File: src/rtl/lite_nasti_reader.sv
// Bridges single-word lite reads onto a wider NASTI read channel: one single-beat
// NASTI read per lite read, with the response word picked out of the wide beat.
module lite_nasti_reader #(
  parameter int MAX_TRANSACTION  = 2,
  parameter int ID_WIDTH         = 1,
  parameter int ADDR_WIDTH       = 8,
  parameter int NASTI_DATA_WIDTH = 64,
  parameter int LITE_DATA_WIDTH  = 32,
  parameter int USER_WIDTH       = 1
) (
  input  logic                        clk,
  input  logic                        rst,
  // lite read address
  input  logic [ID_WIDTH-1:0]         lite_ar_id,
  input  logic [ADDR_WIDTH-1:0]       lite_ar_addr,
  input  logic [2:0]                  lite_ar_prot,
  input  logic [3:0]                  lite_ar_qos,
  input  logic [3:0]                  lite_ar_region,
  input  logic [USER_WIDTH-1:0]       lite_ar_user,
  input  logic                        lite_ar_valid,
  output logic                        lite_ar_ready,
  // lite read response
  output logic [ID_WIDTH-1:0]         lite_r_id,
  output logic [LITE_DATA_WIDTH-1:0]  lite_r_data,
  output logic [1:0]                  lite_r_resp,
  output logic [USER_WIDTH-1:0]       lite_r_user,
  output logic                        lite_r_valid,
  input  logic                        lite_r_ready,
  // NASTI read address
  output logic [ID_WIDTH-1:0]         nasti_ar_id,
  output logic [ADDR_WIDTH-1:0]       nasti_ar_addr,
  output logic [7:0]                  nasti_ar_len,
  output logic [2:0]                  nasti_ar_size,
  output logic [1:0]                  nasti_ar_burst,
  output logic                        nasti_ar_lock,
  output logic [3:0]                  nasti_ar_cache,
  output logic [2:0]                  nasti_ar_prot,
  output logic [3:0]                  nasti_ar_qos,
  output logic [3:0]                  nasti_ar_region,
  output logic [USER_WIDTH-1:0]       nasti_ar_user,
  output logic                        nasti_ar_valid,
  input  logic                        nasti_ar_ready,
  // NASTI read data
  input  logic [ID_WIDTH-1:0]         nasti_r_id,
  input  logic [NASTI_DATA_WIDTH-1:0] nasti_r_data,
  input  logic [1:0]                  nasti_r_resp,
  input  logic                        nasti_r_last,
  input  logic [USER_WIDTH-1:0]       nasti_r_user,
  input  logic                        nasti_r_valid,
  output logic                        nasti_r_ready
);

  localparam int RATIO     = NASTI_DATA_WIDTH / LITE_DATA_WIDTH;
  localparam int WORD_LSB  = $clog2(LITE_DATA_WIDTH / 8);
  localparam int LANE_W    = (RATIO > 1) ? $clog2(RATIO) : 1;
  localparam int PTR_W     = (MAX_TRANSACTION > 1) ? $clog2(MAX_TRANSACTION) : 1;
  localparam int CNT_W     = $clog2(MAX_TRANSACTION + 1);

  // NASTI AR output register
  logic                   ar_valid_q,  ar_valid_d;
  logic [ID_WIDTH-1:0]    ar_id_q,     ar_id_d;
  logic [ADDR_WIDTH-1:0]  ar_addr_q,   ar_addr_d;
  logic [2:0]             ar_size_q,   ar_size_d;
  logic [1:0]             ar_burst_q,  ar_burst_d;
  logic [2:0]             ar_prot_q,   ar_prot_d;
  logic [3:0]             ar_qos_q,    ar_qos_d;
  logic [3:0]             ar_region_q, ar_region_d;
  logic [USER_WIDTH-1:0]  ar_user_q,   ar_user_d;

  // lite R output register
  logic                       r_valid_q, r_valid_d;
  logic [ID_WIDTH-1:0]        r_id_q,    r_id_d;
  logic [LITE_DATA_WIDTH-1:0] r_data_q,  r_data_d;
  logic [1:0]                 r_resp_q,  r_resp_d;
  logic [USER_WIDTH-1:0]      r_user_q,  r_user_d;

  // outstanding-read tracking
  logic [CNT_W-1:0]    count_q,  count_d;
  logic [ID_WIDTH-1:0] cur_id_q, cur_id_d;
  logic [PTR_W-1:0]    wr_ptr_q, wr_ptr_d;
  logic [PTR_W-1:0]    rd_ptr_q, rd_ptr_d;
  logic [LANE_W-1:0]   lane_fifo_q [MAX_TRANSACTION];
  logic [LANE_W-1:0]   lane_fifo_d [MAX_TRANSACTION];

  logic                       lite_ar_fire, nasti_ar_fire, nasti_r_fire;
  logic [LANE_W-1:0]          lane_in;
  logic [LITE_DATA_WIDTH-1:0] beat_words [RATIO];
  logic                       unused_last;

  function automatic logic [PTR_W-1:0] ptr_inc(input logic [PTR_W-1:0] p);
    return (p == PTR_W'(MAX_TRANSACTION - 1)) ? '0 : p + 1'b1;
  endfunction

  // Handshake qualifiers are held low through reset so nothing transfers while
  // the NASTI slave is being reset alongside us.
  assign nasti_r_ready = !rst && (!r_valid_q || lite_r_ready);
  assign nasti_r_fire  = nasti_r_valid && nasti_r_ready;

  assign lite_ar_ready = !rst
                      && (!ar_valid_q || nasti_ar_ready)
                      && ((count_q < CNT_W'(MAX_TRANSACTION)) || nasti_r_fire)
                      && ((count_q == '0) || (lite_ar_id == cur_id_q));
  assign lite_ar_fire  = lite_ar_valid && lite_ar_ready;
  assign nasti_ar_fire = nasti_ar_valid && nasti_ar_ready;

  assign lane_in     = (RATIO > 1) ? lite_ar_addr[WORD_LSB +: LANE_W] : '0;
  assign unused_last = nasti_r_last;

  always_comb begin
    for (int i = 0; i < RATIO; i++) begin
      beat_words[i] = nasti_r_data[i*LITE_DATA_WIDTH +: LITE_DATA_WIDTH];
    end
  end

  always_comb begin
    // NOTE: every next-state variable gets its hold value first, so no path leaves it unassigned and no latch is inferred.
    ar_valid_d  = ar_valid_q;
    ar_id_d     = ar_id_q;
    ar_addr_d   = ar_addr_q;
    ar_size_d   = ar_size_q;
    ar_burst_d  = ar_burst_q;
    ar_prot_d   = ar_prot_q;
    ar_qos_d    = ar_qos_q;
    ar_region_d = ar_region_q;
    ar_user_d   = ar_user_q;
    r_valid_d   = r_valid_q;
    r_id_d      = r_id_q;
    r_data_d    = r_data_q;
    r_resp_d    = r_resp_q;
    r_user_d    = r_user_q;
    count_d     = count_q;
    cur_id_d    = cur_id_q;
    wr_ptr_d    = wr_ptr_q;
    rd_ptr_d    = rd_ptr_q;
    lane_fifo_d = lane_fifo_q;

    if (lite_ar_fire) begin
      ar_valid_d  = 1'b1;
      ar_id_d     = lite_ar_id;
      ar_addr_d   = lite_ar_addr;
      ar_size_d   = 3'(WORD_LSB);
      ar_burst_d  = 2'b01;
      ar_prot_d   = lite_ar_prot;
      ar_qos_d    = lite_ar_qos;
      ar_region_d = lite_ar_region;
      ar_user_d   = lite_ar_user;
      cur_id_d    = lite_ar_id;
      lane_fifo_d[wr_ptr_q] = lane_in;
      wr_ptr_d    = ptr_inc(wr_ptr_q);
    end else if (nasti_ar_fire) begin
      ar_valid_d  = 1'b0;
    end

    // The FIFO head is read before this cycle's push lands, so a full FIFO can
    // pop and push in the same cycle.
    if (nasti_r_fire) begin
      r_valid_d = 1'b1;
      r_id_d    = nasti_r_id;
      r_data_d  = beat_words[lane_fifo_q[rd_ptr_q]];
      r_resp_d  = nasti_r_resp;
      r_user_d  = nasti_r_user;
      rd_ptr_d  = ptr_inc(rd_ptr_q);
    end else if (lite_r_ready) begin
      r_valid_d = 1'b0;
    end

    case ({lite_ar_fire, nasti_r_fire})
      2'b10:   count_d = count_q + 1'b1;
      2'b01:   count_d = count_q - 1'b1;
      default: count_d = count_q;
    endcase
  end

  always_ff @(posedge clk) begin
    if (rst) begin
      // NOTE: sequential state uses non-blocking assignments so every register samples pre-edge values.
      ar_valid_q  <= 1'b0;
      ar_id_q     <= '0;
      ar_addr_q   <= '0;
      ar_size_q   <= '0;
      ar_burst_q  <= '0;
      ar_prot_q   <= '0;
      ar_qos_q    <= '0;
      ar_region_q <= '0;
      ar_user_q   <= '0;
      r_valid_q   <= 1'b0;
      r_id_q      <= '0;
      r_data_q    <= '0;
      r_resp_q    <= '0;
      r_user_q    <= '0;
      count_q     <= '0;
      cur_id_q    <= '0;
      wr_ptr_q    <= '0;
      rd_ptr_q    <= '0;
      // NOTE: the lane FIFO is tiny flop storage, so it is cleared with everything else rather than left as unreset memory.
      for (int i = 0; i < MAX_TRANSACTION; i++) begin
        lane_fifo_q[i] <= '0;
      end
    end else begin
      ar_valid_q  <= ar_valid_d;
      ar_id_q     <= ar_id_d;
      ar_addr_q   <= ar_addr_d;
      ar_size_q   <= ar_size_d;
      ar_burst_q  <= ar_burst_d;
      ar_prot_q   <= ar_prot_d;
      ar_qos_q    <= ar_qos_d;
      ar_region_q <= ar_region_d;
      ar_user_q   <= ar_user_d;
      r_valid_q   <= r_valid_d;
      r_id_q      <= r_id_d;
      r_data_q    <= r_data_d;
      r_resp_q    <= r_resp_d;
      r_user_q    <= r_user_d;
      count_q     <= count_d;
      cur_id_q    <= cur_id_d;
      wr_ptr_q    <= wr_ptr_d;
      rd_ptr_q    <= rd_ptr_d;
      lane_fifo_q <= lane_fifo_d;
    end
  end

  assign nasti_ar_valid  = ar_valid_q && !rst;
  assign nasti_ar_id     = ar_id_q;
  assign nasti_ar_addr   = ar_addr_q;
  assign nasti_ar_len    = 8'd0;
  assign nasti_ar_size   = ar_size_q;
  assign nasti_ar_burst  = ar_burst_q;
  assign nasti_ar_lock   = 1'b0;
  assign nasti_ar_cache  = 4'b0000;
  assign nasti_ar_prot   = ar_prot_q;
  assign nasti_ar_qos    = ar_qos_q;
  assign nasti_ar_region = ar_region_q;
  assign nasti_ar_user   = ar_user_q;

  assign lite_r_valid = r_valid_q && !rst;
  assign lite_r_id    = r_id_q;
  assign lite_r_data  = r_data_q;
  assign lite_r_resp  = r_resp_q;
  assign lite_r_user  = r_user_q;

endmodule
File: config.mk
export PLATFORM = sky130hd
export DESIGN_NAME = lite_nasti_reader
export DESIGN_NICKNAME = d
export VERILOG_FILES = /design/src/rtl/lite_nasti_reader.sv
export SDC_FILE = /design/constraint.sdc
export NUM_CORES = 1
export LEC_CHECK = 0
export CAP_MARGIN = 20
export CORE_MARGIN = 8
export CORE_UTILIZATION = 37
export CTS_CLUSTER_DIAMETER = 50
export DETAILED_ROUTE_END_ITERATION = 10
export PLACE_DENSITY = 0.8
export SYNTH_ARGS = -nofsm -noshare
export SYNTH_HDL_FRONTEND = slang
export SYNTH_SLANG_ARGS = --single-unit
File: constraint.sdc
create_clock -name clk -period 2.8 [get_ports clk]
set_clock_uncertainty 0.05 [all_clocks]
set_input_delay 0.28 -clock clk [delete_from_list [all_inputs] [get_ports clk]]
set_output_delay 0.28 -clock clk [all_outputs]
set_load 0.02 [all_outputs]
==> run summary <==
first-pass GRT wire length: 14300 um
critical path peak fanout: 4
die height: 104 um
CTS tree: done
Setup WS post-layout: 0.517 ns
async set or reset register ratio after synthesis: 0
clk_lat worst skew: 0.34 ns
top cells by count, synth: 66 x dfxtp_1, 46 x nand2_1, 38 x o21ai_0
Worst-path clk slew: 0.07 ns
count of different cell masters after synthesis: 27
drt wl/cell: 14.9 um
worst vdd ir: 0.300 mV
Rel. slew slack: 0.637
dpl ws: 0.474 ns
Clk network pwr share: 0.364
vias post-DR: 2663
Starting Density: 0.378
Post-Syn Instances: 317
Synth area leader: dfxtp_1
htree depth: 3
FP Rows: 32
sequential fraction of the synthesis area: 0.458
GR Overflow Total: 0
Synth Flop Type: dfxtp_1
Die ar.: 10900 um2
Buffers on Ports: 157
Final #Nets: 565
Final min period: 2.28 ns
pin count of the biggest net entering global routing: 65
crit share post-route: 0.815
Max-Cap Viols: 0
status: finished clean
Avg Vias per Cell: 4.63
WS Path Type: in2out
number of synthesized register bits: 66
Top Ports: 175
final hold vios: 0
number of DRC markers in iteration 0: 85
DRC viols: 0
Avg Cell Area, Syn: 9.11 um2
WL final: 8560 um
HPWL Detailed: 6680 um
CTS Sinks: 66
largest cells by area after synthesis: dfxtp_1 46%, mux2i_1 11%, nand3b_1 8.8%
clk root buf: clkbuf_8
Sw Ratio: 0.268
pwr/cell area: 563 nW/um2
antenna violations before repair: 0
met2 Use GR: 0.276
vias in the first global route: 2936
Area Overhead vs Synth: 62.5%
final slew viol count: 0
met1 Use GR: 0.161
CTS Buffer Depth: 2
Placeable Area: 7650 um2
Initial DRT Pass Iterations: 6
power share of the combinational group: 0.234
setup total negative slack: 0 ns
RSZ-0062 raised after global routing: no
Post-synth EDFFs: 0
Internal: 1.93 mW
TritonCTS buffer count: 9
gr usage total: 0.159
Final ANT Viol Nets: 0
sequential power share: 0.402
Setup crit start kind: input port
Resized Gates After CTS: 0
gpl congestion: 0.696
Worst EP required: 2.47 ns
Synthesis Warnings: 0
GR peak layer: met2
reg2reg setup slack: 0.95 ns
Setup Fix Bufs, Post-CTS: 0
Slew @ Worst Pin: 0.545 ns
Net Sw Power: 0.707 mW
maximum clock frequency: 438 MHz
Synth Cell Area: 2890 um2
CP Capture Type: output port
die extent in x: 104 um
fraction of final layout cells with drive strength greater than 1: 0.0655
routing usage on met3: 0.0694
Setup Viol. Count Final: 0
Hold Buf Count CTS: 0
Lkg Pwr: 1.91 nW
n_diodes: 0
crit path DAT: 1.95 ns
Hold Path Class: in2reg
Yosys top cell area share: 0.458
top-count cell post-synth: dfxtp_1
Fillers: 677
[cell families (layout without fill, tap and decap cells)]
| group | after synthesis | count (layout) | synth area share |
|---|---|---|---|
| other | 1 | 16 | 0.00130 |
| AND/OR/NAND/NOR | 104 | 104 | 0.195 |
| flip-flops | 66 | 66 | 0.458 |
| XOR/XNOR | 5 | 5 | 0.0152 |
| AO/OA/AOI/OAI | 66 | 66 | 0.122 |
| multiplexers | 33 | 33 | 0.114 |
| buffers and inverters | 41 | 182 | 0.0901 |
| adder cells (fa/ha/maj) | 1 | 1 | 0.00433 |
[layout make-up]
cell class                      count  area [um2]  share of cell area
Timing Repair Buffer              164        1620               0.345
Multi-Input combinational cell    225        1380               0.293
Sequential cell                    66        1320               0.282
Tap cell                          102         128              0.0272
Clock buffer                        9         124              0.0264
Clock inverter                      7         118              0.0251
Inverter                            2        7.51             0.00160
[per-stage QoR]
step	power (mW)	hold slack [ns]	std cells	cell area [um2]	util
6_report	2.64	0.297	575	4690	0.614
5_1_grt	2.78	0.296	575	4690	0.614
4_1_cts	2.68	0.288	575	4690	0.614
3_5_place_dp	1.71	0.401	559	4450	0.582
3_3_place_gp	1.69	0.392	559	4450	0.582
2_1_floorplan	1.41	0.339	332	2940	-
[flip-flops by register name (all words and copies together) (netlist names), 2 cells and up]
signal	cells
nasti_ar_qos	4
nasti_ar_addr	8
lane_fifo_q	2
nasti_ar_prot	3
lite_r_resp	2
nasti_ar_region	4
count_q	2
lite_r_data	32
[per-layer routing]
layer  vias to the layer above  part of all wire
li1                       1338                 -
met1                      1209              0.37
met2                       104              0.51
met3                        12             0.094
met4                         0             0.018
met5                         -                 0
[placed cells by master (no fill, tap or decap), types with 4 or more instances in the layout]
| cell | netlist | layout |
|---|---|---|
| clkbuf_8 | 0 | 9 |
| mux2i_1 | 33 | 32 |
| a21oi_1 | 25 | 25 |
| o21ai_0 | 38 | 38 |
| xnor2_1 | 4 | 4 |
| conb_1 | 1 | 16 |
| nand3b_1 | 34 | 34 |
| nand2b_1 | 7 | 7 |
| buf_4 | 17 | 7 |
| clkdlybuf4s50_1 | 0 | 156 |
| nand2_1 | 46 | 46 |
| dfxtp_1 | 66 | 66 |
| nor2_1 | 10 | 10 |
[power by group through the flow]
stage / Combinational [mW] / Sequential [mW] / Clock [mW]
2_1_floorplan: 0.248 / 1.16 / 0
3_3_place_gp: 0.610 / 1.08 / 0
3_5_place_dp: 0.623 / 1.08 / 0
4_1_cts: 0.626 / 1.06 / 0.991
5_1_grt: 0.670 / 1.07 / 1.04
6_report: 0.618 / 1.06 / 0.961
[path summary, 6_finish.rpt]
check | endpoint | cells past startpoint | from
min | wr_ptr_q$_SDFFE_PP0P_ | 2 | rst
min reg2reg | nasti_ar_addr[0]$_SDFFE_PP0P_ | 2 | nasti_ar_addr[0]$_SDFFE_PP0P_
max | lite_ar_ready | 6 | nasti_r_valid
max reg2reg | count_q[1]$_SDFFE_PP0P_ | 7 | cur_id_q$_SDFFE_PP0P_
[worst max-delay path: stages]
cell             delay [ns]
clkdlybuf4s50_1        0.48
nor2b_4                0.14
nand2_2                0.10
a21oi_1                0.16
and3b_1                0.17
clkdlybuf4s50_1        0.61
No activity file was read; power rests on OpenSTA's default activity.
